$ cat src/rtl/svn_seg_pkg.sv
`default_nettype none
// +-----------------------------------------------------------------------+
// | svn_seg_pkg : shared types and seven-segment ROM for the scan control |
// | Rev 1.0                                                               |
// +-----------------------------------------------------------------------+
package svn_seg_pkg;

  typedef enum logic [0:0] {
    ST_BLANK = 1'b0,
    ST_DRIVE = 1'b1
  } seg_state_e;

  // Active-high a-g in [6:0] (a = bit 0); bit 7 reserved for dp, always 0 here.
  localparam logic [15:0][7:0] SEG_ROM = {
    8'h71, 8'h79, 8'h5E, 8'h39, 8'h7C, 8'h77, 8'h6F, 8'h7F,
    8'h07, 8'h7D, 8'h6D, 8'h66, 8'h4F, 8'h5B, 8'h06, 8'h3F
  };

endpackage
`default_nettype wire

$ cat src/rtl/svn_seg_dec.sv
`default_nettype none
// +-----------------------------------------------------------------------+
// | svn_seg_dec : hex nibble to segment pattern with blanking + polarity  |
// | Rev 1.0                                                               |
// +-----------------------------------------------------------------------+
module svn_seg_dec #(
  parameter bit LED_POLARITY = 1'b0
) (
  input  logic [3:0] nib_i,
  input  logic       dp_i,
  input  logic       blank_i,
  output logic [7:0] seg_o
);
  import svn_seg_pkg::*;

  logic [7:0] w_rom;
  logic [7:0] w_raw;

  assign w_rom = SEG_ROM[nib_i];
  // A blanked digit still carries its decimal point.
  assign w_raw = {dp_i, (blank_i ? 7'h00 : w_rom[6:0])};
  assign seg_o = w_raw ^ {8{~LED_POLARITY}};

endmodule
`default_nettype wire

$ cat src/rtl/svn_seg_scan_ctrl.sv
`default_nettype none
// +-----------------------------------------------------------------------+
// | svn_seg_scan_ctrl : 3-digit multiplexed seven-segment scan controller |
// | Rev 1.0                                                               |
// +-----------------------------------------------------------------------+
module svn_seg_scan_ctrl #(
  parameter byte CLK_IN_MHZ   = 125,
  parameter bit  LED_POLARITY = 1'b0,
  parameter bit  SEL_POLARITY = 1'b1,
  parameter int  SCAN_HZ      = 1000,
  parameter int  BLANK_CYCLES = 16
) (
  input  logic        clk_i,
  input  logic        rst_i,
  input  logic [11:0] value_i,
  input  logic [2:0]  dp_i,
  input  logic        lzb_en_i,
  input  logic        valid_i,
  output logic        ready_o,
  output logic [7:0]  seg_display_o,
  output logic [2:0]  seg_sel_o
);
  import svn_seg_pkg::*;

`ifdef SIM
  localparam int DWELL = 4;
`else
  localparam int DWELL = (int'(CLK_IN_MHZ) * 1000000) / SCAN_HZ - BLANK_CYCLES;
`endif
  localparam int         DW_W    = $clog2(DWELL + 1);
  localparam logic [7:0] SEG_OFF = LED_POLARITY ? 8'h00 : 8'hFF;
  localparam logic [2:0] SEL_OFF = SEL_POLARITY ? 3'b000 : 3'b111;

  if (DWELL < 1) begin : g_bad_dwell
    $error("svn_seg_scan_ctrl: DWELL must be at least 1");
  end
  if (BLANK_CYCLES < 1 || BLANK_CYCLES > 255) begin : g_bad_blank
    $error("svn_seg_scan_ctrl: BLANK_CYCLES must be 1..255");
  end

  seg_state_e       state_q, state_d;
  logic [1:0]       idx_q, idx_d;
  logic [7:0]       blank_cnt_q, blank_cnt_d;
  logic [DW_W-1:0]  dwell_cnt_q, dwell_cnt_d;
  logic             pending_q, pending_d;
  logic [11:0]      shadow_val_q, shadow_val_d, act_val_q, act_val_d;
  logic [2:0]       shadow_dp_q, shadow_dp_d, act_dp_q, act_dp_d;
  logic             shadow_lzb_q, shadow_lzb_d, act_lzb_q, act_lzb_d;
  logic [7:0]       seg_display_q, seg_display_d;
  logic [2:0]       seg_sel_q, seg_sel_d;

  logic             w_accept, w_boundary;
  logic [3:0]       w_nib;
  logic             w_dp, w_blank;
  logic [7:0]       w_dec_seg;

  assign w_accept   = valid_i & ~pending_q;
  assign w_boundary = (state_q == ST_BLANK) && (idx_q == 2'd0) && (blank_cnt_q == 8'd0);

  // Decode from the next active value so a transfer is visible even with a 1-cycle blank.
  always_comb begin
    w_nib   = act_val_d[3:0];
    w_dp    = act_dp_d[0];
    w_blank = 1'b0;
    case (idx_q)
      2'd1: begin
        w_nib   = act_val_d[7:4];
        w_dp    = act_dp_d[1];
        w_blank = act_lzb_d && (act_val_d[11:8] == 4'd0) && (act_val_d[7:4] == 4'd0);
      end
      2'd2: begin
        w_nib   = act_val_d[11:8];
        w_dp    = act_dp_d[2];
        w_blank = act_lzb_d && (act_val_d[11:8] == 4'd0);
      end
      default: ;
    endcase
  end

  svn_seg_dec #(.LED_POLARITY(LED_POLARITY)) u_dec (
    .nib_i   (w_nib),
    .dp_i    (w_dp),
    .blank_i (w_blank),
    .seg_o   (w_dec_seg)
  );

  always_comb begin
    state_d       = state_q;
    idx_d         = idx_q;
    blank_cnt_d   = blank_cnt_q;
    dwell_cnt_d   = dwell_cnt_q;
    pending_d     = pending_q;
    shadow_val_d  = shadow_val_q;
    shadow_dp_d   = shadow_dp_q;
    shadow_lzb_d  = shadow_lzb_q;
    act_val_d     = act_val_q;
    act_dp_d      = act_dp_q;
    act_lzb_d     = act_lzb_q;
    seg_display_d = seg_display_q;
    seg_sel_d     = seg_sel_q;

    if (w_accept) begin
      shadow_val_d = value_i;
      shadow_dp_d  = dp_i;
      shadow_lzb_d = lzb_en_i;
      pending_d    = 1'b1;
    end
    if (w_boundary && pending_q) begin
      act_val_d = shadow_val_q;
      act_dp_d  = shadow_dp_q;
      act_lzb_d = shadow_lzb_q;
      pending_d = 1'b0;
    end

    case (state_q)
      ST_BLANK: begin
        if (blank_cnt_q == 8'(BLANK_CYCLES - 1)) begin
          state_d       = ST_DRIVE;
          blank_cnt_d   = 8'd0;
          seg_display_d = w_dec_seg;
          seg_sel_d     = (3'b001 << idx_q) ^ SEL_OFF;
        end else begin
          blank_cnt_d = blank_cnt_q + 8'd1;
        end
      end
      default: begin
        if (dwell_cnt_q == DW_W'(DWELL - 1)) begin
          state_d       = ST_BLANK;
          dwell_cnt_d   = '0;
          idx_d         = (idx_q == 2'd2) ? 2'd0 : idx_q + 2'd1;
          seg_display_d = SEG_OFF;
          seg_sel_d     = SEL_OFF;
        end else begin
          dwell_cnt_d = dwell_cnt_q + 1'b1;
        end
      end
    endcase
  end

  always_ff @(posedge clk_i or posedge rst_i) begin
    if (rst_i) begin
      state_q       <= ST_BLANK;
      idx_q         <= 2'd0;
      blank_cnt_q   <= 8'd0;
      dwell_cnt_q   <= '0;
      pending_q     <= 1'b0;
      shadow_val_q  <= 12'd0;
      shadow_dp_q   <= 3'd0;
      shadow_lzb_q  <= 1'b0;
      act_val_q     <= 12'd0;
      act_dp_q      <= 3'd0;
      act_lzb_q     <= 1'b0;
      seg_display_q <= SEG_OFF;
      seg_sel_q     <= SEL_OFF;
    end else begin
      state_q       <= state_d;
      idx_q         <= idx_d;
      blank_cnt_q   <= blank_cnt_d;
      dwell_cnt_q   <= dwell_cnt_d;
      pending_q     <= pending_d;
      shadow_val_q  <= shadow_val_d;
      shadow_dp_q   <= shadow_dp_d;
      shadow_lzb_q  <= shadow_lzb_d;
      act_val_q     <= act_val_d;
      act_dp_q      <= act_dp_d;
      act_lzb_q     <= act_lzb_d;
      seg_display_q <= seg_display_d;
      seg_sel_q     <= seg_sel_d;
    end
  end

  assign ready_o       = ~pending_q;
  assign seg_display_o = seg_display_q;
  assign seg_sel_o     = seg_sel_q;

endmodule
`default_nettype wire
$ cat config.mk
export PLATFORM = sky130hd
export DESIGN_NAME = svn_seg_scan_ctrl
export DESIGN_NICKNAME = d
export VERILOG_FILES = /design/src/rtl/svn_seg_pkg.sv /design/src/rtl/svn_seg_dec.sv /design/src/rtl/svn_seg_scan_ctrl.sv
export SDC_FILE = /design/constraint.sdc
export NUM_CORES = 1
export LEC_CHECK = 0
export CORE_MARGIN = 1.5
export CORE_UTILIZATION = 30
export DETAILED_ROUTE_END_ITERATION = 12
export PLACE_DENSITY = 0.49
export SLEW_MARGIN = 20
export SYNTH_ARGS = -nofsm -noshare
export SYNTH_HDL_FRONTEND = slang
export SYNTH_SLANG_ARGS = --single-unit
$ cat constraint.sdc
create_clock -name clk_i -period 2.9 [get_ports clk_i]
set_clock_uncertainty 0.05 [all_clocks]
set_input_delay 0.58 -clock clk_i [delete_from_list [all_inputs] [get_ports clk_i]]
set_output_delay 0.58 -clock clk_i [all_outputs]
set_load 0.1 [all_outputs]
=== Yosys cells after proc, flatten, opt, wreduce, memory -nomap -nowiden ===
Memories as Yosys holds them, arrays and structs flattened.
Cells that the tools add are included.

* Bits in writable memories: 0
* Bits in read-only memories: 128
* Memories: 1
* Logic and storage cells: 63
* Register bits: 72
* Input bits: 19
* Latch bits: 0

{| class="wikitable"
|+ Memories
! memory !! words !! width !! read ports !! clocked after memory_dff !! wr ports !! RTL line !! RTL
|-
| (no name shown) || 16 || 8 || 1 || 0 || 0 || svn_seg_dec.sv:19 || <nowiki>assign w_rom = SEG_ROM[nib_i];</nowiki>
|}

* Div/mod/pow operators: 0
* Mux-type cells: 22
* Add/sub/neg operators: 3
* Reductions and logical operators: 13
* Multiply operators: 0
* Order comparisons: 1
* Bitwise operators: 4
* Shift-type cells: 1
* Equal/unequal tests: 5

{| class="wikitable"
|+ Operator list
! kind !! count
|-
| 8-bit 2-to-1 mux || 4
|-
| 17-bit by 1-bit adder with 17-bit output, second input constant || 1
|-
| 17-bit == test, second input constant || 1
|-
| 17-bit 2-to-1 mux || 1
|-
| 7-bit 2-to-1 mux || 2
|-
| 12-bit 2-to-1 mux || 1
|-
| 3-bit 2-to-1 mux || 4
|-
| 8-bit by 1-bit adder with 8-bit output, second input constant || 1
|-
| 8-bit by 4-bit == test with 1-bit output, second input constant || 1
|-
| 4-bit logical NOT || 2
|-
| 8-bit logical NOT || 1
|-
| 8-bit inverter || 1
|-
| 4-bit case mux with 2 select lines || 1
|-
| 1-bit 2-to-1 mux || 6
|-
| 1-bit logical AND || 5
|-
| 4-bit by 5-bit < comparator with 1-bit output, second input constant || 1
|-
| 1-bit case mux with 2 select lines || 2
|-
| 2-bit AND reduction || 2
|-
| 2-bit nonzero test || 2
|-
| 1-bit by 2-bit << shifter with 3-bit output, first input constant || 1
|-
| 2-bit by 1-bit adder with 2-bit output, second input constant || 1
|-
| 2-bit by 1-bit == test with 1-bit output, second input constant || 1
|-
| 2-bit == test, second input constant || 1
|-
| 2-bit logical NOT || 1
|-
| other kinds (4) || 5
|}

=== Longest topological paths before layout ===
* Depth after elaboration: 13
* Mapped depth: 15
* Mapped depth without buffers: 13

=== Hierarchy ===
Synthesis repeated with hierarchy kept, for this count alone.

* Cells, all modules: 321
* Area total of the unflattened synthesis: 3555.9 sq um

{| class="wikitable"
|+ By module, submodules not included
! module !! area each (sq um) !! seq. area each (sq um) !! times used !! cells an instance
|-
| svn_seg_scan_ctrl || 3288.2 || 1811.7 || 1 || 287
|-
| svn_seg_dec || 267.8 || 0.0 || 1 || 34
|}

=== Worst setup path before layout ===
No wires, ideal clock.

* Kind: flip-flop to flip-flop
* Start point: reg blank_cnt_q[0]
* End point: reg seg_display_q[0], in the netlist seg_display_o[0]
* Setup time: 0.091 ns
* Arrival time: 2.711 ns
* Required time: 2.759 ns
* Path buffers: 2
* Cell stages (with the launch flop): 16
* Path slack: 0.047 ns
* Cell sequence: dfrtp_1 -> inv_1 -> ha_1 -> nor4b_2 -> nand4_4 -> buf_6 -> buf_2 -> a221oi_1 -> a21oi_1 -> a21oi_1 -> inv_1 -> ha_1 -> a21oi_1 -> o21ai_1 -> o221ai_1 -> a21oi_1

* Cells in the longest elaborated chain, start to end: 12

{| class="wikitable"
|+ RTL lines
! item !! RTL line !! RTL
|-
| start: declaration || svn_seg_scan_ctrl.sv:43 || <nowiki>logic [7:0] blank_cnt_q, blank_cnt_d;</nowiki>
|-
| start signal: assignment || svn_seg_scan_ctrl.sv:158 || <nowiki>blank_cnt_q <= blank_cnt_d;</nowiki>
|-
| parallel branches: the longest is 12 deep, another holds memory read 16 x 8 bit || -- ||
|-
| end signal: assignment || svn_seg_scan_ctrl.sv:167 || <nowiki>seg_display_q <= seg_display_d;</nowiki>
|-
| end: declaration || svn_seg_scan_ctrl.sv:49 || <nowiki>logic [7:0] seg_display_q, seg_display_d;</nowiki>
|}

Parallel ways; which one is timed is not known. The select of a mux whose other input is x is not followed.
A chain may end at the register's enable or synchronous reset.

=== Worst setup path after layout ===
* Start point: reg blank_cnt_q[0]
* End point: reg seg_display_q[1], in the netlist seg_display_o[1]

The elaborated chain is that of the path after synthesis.

==> impl_metrics.json <==
{
  "fin_nets": 428,
  "rrSetupSlack_ns": 0.18,
  "row_count": 40,
  "post-route-drc-count": 0,
  "grt_first_pass_wirelength_um": 14100,
  "slowest_stage": "dfrtp_1",
  "clock_path_buffers": 2,
  "antenna_left": 0,
  "grt_pass1_vias": 2787,
  "worstMarginPinSlew_ns": 0.513,
  "tritoncts": "done",
  "grt_util_all_layers_pct": 14.1,
  "area_delta_synth_final_pct": 27.2,
  "final_cell_mix": "64 x dfrtp_1, 33 x mux2_2, 31 x buf_4",
  "grt-ovfl-total": 0,
  "wl_per_cell_um": 14.6,
  "final_cell_area_mm2": 0.00473,
  "drtIter0Drc": 86,
  "critPathMaxStageDelay_ns": 0.38,
  "hold_viol": 0,
  "setup_viol_count_final": 0,
  "ys_warn_count": 0,
  "fmax_ghz": 0.368,
  "drive_gt1_share_pct": 27.5,
  "vias": 2728,
  "slew_headroom_pct": 65.8,
  "grt_antenna_before_repair": 0,
  "r2r_start": "blank_cnt_q[0]$_DFFE_PP0N_",
  "yosys.area.top_type_share_pct": 43.0,
  "synth-edff-count": 0,
  "initial_core_util_pct": 30.9,
  "synth_fp_nets": 380,
  "synth_fa_ha_area_share_pct": 4.71,
  "leakage_uw": 0.00206,
  "die_h_um": 114,
  "dp.cells": 550,
  "die_w_um": 114,
  "critPathCaptureType": "flip-flop",
  "htree_num_levels": 3,
  "maxSlewViolCount": 0,
  "synthArstFlopShare_pct": 100,
  "hold_class": "reg -> reg",
  "crit_end": "seg_display_o[1]$_DFFE_PP1P_",
  "placed_area_mm2": 0.00430,
  "status": "finished clean",
  "syn_area_per_cell_um2": 10.7,
  "place.gp.congestion": 0.779,
  "power_density_mw_per_mm2": 534,
  "ir_worst_vdd_mv": 0.423,
  "ios": 31,
  "hpwl_um": 5820,
  "yosysTopAreaCell": "dfrtp_1",
  "startpoint": "blank_cnt_q[0]$_DFFE_PP0N_",
  "r2r_cells": 13,
  "synth_area_leaders": "dfrtp_1 43%, mux2_2 10%, dfstp_2 5.6%",
  "clock-sinks": 72,
  "diodes": 0,
  "final_common_cell": "dfrtp_1",
  "numCtsBuffers": 9,
  "die_area_mm2": 0.0131,
  "syn_inst": 347,
  "rsz0062_at_grt": "yes",
  "synth_mux_area_share_pct": 12.0,
  "worst_ep_required_time_ns": 3.12,
  "grt_max_degree": 45,
  "synth-compound-area-share_pct": 11.6,
  "final_cells": 568,
  "path_delay_family": "simple AND/OR/NAND/NOR gates",
  "fin_crit_sh_pct": 93.8,
  "synthSimpleGateAreaFrac_pct": 15.3,
  "clk_latency_ns": 0.34,
  "cp_num_buf_inv": 3,
  "synth_seq_cells": 72,
  "drv_cap": 0,
  "synth_xor_xnor_area_share_pct": 4.71,
  "cts_root_buf": "clkbuf_16",
  "core_mm2": 0.0121,
  "yosysUniqueCellTypes": 57,
  "cp.depth": 13,
  "synth_top_family_by_area": "simple AND/OR/NAND/NOR gates",
  "yosys_most_used_dff": "dfrtp_1",
  "drt_first_pass_iters": 4,
  "routed_wl_um": 8320,
  "worstPathCellList": "inv_1, ha_1, nor4b_4, nand4_4, buf_6, mux2i_2, nor2_1, a21oi_2, buf_4, ha_1, o21ai_0, mux2_1, a21oi_2",
  "crit_type": "reg -> reg",
  "fin_crit_ns": 2.72,
  "clkTransAtPathRegs_ns": 0.06,
  "synth_area_mm2": 0.00372,
  "crit_arrival_ns": 2.94,
  "port_buffers": 30,
  "crit_fanout": 21,
  "start_kind": "flip-flop",
  "vias_per_cell": 4.80,
  "synth-seq-area-share_pct": 48.7,
  "rr_endpoint": "seg_display_o[1]$_DFFE_PP1P_"
}
[per-layer routing]
layer  wire length (um)  global-route usage, %  vias up
li1                   -                      -     1331
met1               3860                   17.4     1346
met2               4110                   23.6       41
met3                232                   4.13       10
met4                116                   4.75        0
met5                  0                      0        -
[cells by family (layout without fill, tap and decap cells)]
group	after synthesis	in the layout
AND/OR/NAND/NOR	107	107
XOR/XNOR	20	20
AO/OA/AOI/OAI	67	67
buffers and inverters	27	80
flip-flops	72	72
multiplexers	40	40
adder cells (fa/ha/maj)	14	14
[where the power goes]
group	internal, uW	total, uW	switching, uW
registers	1030	1070	40.2
logic	60.4	97.9	37.5
clock network	929	1350	424
[per-stage QoR]
step	power [uW]	hold WS (ns)	utilization (%)	worst slack, ns	TNS, ns
floorplan	1130	0.406	-	0.0474	0
global placement	1190	0.424	35.6	0.116	0
detailed placement	1190	0.441	35.6	0.0268	0
CTS	2570	0.449	38.7	0.0568	0
global route	2630	0.460	39.2	-0.0172	-0.0172
finish	2530	0.442	39.2	0.181	0
[worst min-delay path by stage]
stage	from	endpoint	slack (ns)	cells past startpoint
2_1_floorplan	dwell_cnt_q[9]$_DFFE_PP0P_	dwell_cnt_q[9]$_DFFE_PP0P_	0.41	1
3_3_place_gp	dwell_cnt_q[6]$_DFFE_PP0P_	dwell_cnt_q[6]$_DFFE_PP0P_	0.42	1
3_5_place_dp	dwell_cnt_q[16]$_DFFE_PP0P_	dwell_cnt_q[16]$_DFFE_PP0P_	0.44	1
4_1_cts	dwell_cnt_q[16]$_DFFE_PP0P_	dwell_cnt_q[16]$_DFFE_PP0P_	0.45	1
5_1_grt	dwell_cnt_q[16]$_DFFE_PP0P_	dwell_cnt_q[16]$_DFFE_PP0P_	0.46	1
6_report	dwell_cnt_q[16]$_DFFE_PP0P_	dwell_cnt_q[16]$_DFFE_PP0P_	0.44	1
[registers in the layout, summed over array words and instances, names as in the netlist]
signal	cells
pending_q	1
act_lzb_q	1
act_val_q	12
shadow_lzb_q	1
dwell_cnt_q	17
seg_display_o	8
idx_q	2
shadow_dp_q	3
state_q	1
act_dp_q	3
seg_sel_o	3
blank_cnt_q	8
shadow_val_q	12
[worst register-to-register path, stage by stage, from the launching register on]
cell,delay [ns]
dfrtp_1,0.38
inv_1,0.06
ha_1,0.15
nor4b_4,0.24
nand4_4,0.18
buf_6,0.21
mux2i_2,0.17
nor2_1,0.12
a21oi_2,0.06
buf_4,0.16
ha_1,0.30
o21ai_0,0.09
mux2_1,0.34
a21oi_2,0.15
[layout make-up]
class                      instances  area [um2]
multi-input combinational        248        1860
tap                              168         210
sequential                        72        1810
clock buffer                      11         233
fill                            1180        7330
timing repair buffer              51         444
inverter                          13        48.8
clock inverter                     5         129
[repair_timing]
item / CTS / global route
buffers inserted: 0 / 2
hold buffers: 0 / 0
endpoints found under the setup margin: 1 / 7
pin swaps: 0 / 2
resized for setup: 1 / 12
[Yosys cell counts, types with 2 or more instances]
cell,count
inv_1,13
nor2b_1,4
nor4_1,4
dfrtp_1,64
o21ai_1,3
o21ai_0,22
o21a_1,2
xnor2_1,13
nand2_1,26
a22o_1,3
ha_1,14
mux2_2,33
nand4_1,3
nor2_1,28
buf_2,2
or4_1,2
a21oi_2,2
dfstp_2,8
nand3_1,17
a31oi_1,2
nand2b_1,3
and2_1,2
a21oi_1,16
clkbuf_1,9
nor3_1,4
xor2_1,7
a221oi_1,2
mux2i_1,5
buf_1,2
nand4b_1,2
a22oi_1,3
and3_1,2
No activity file was read; power rests on OpenSTA's default activity.
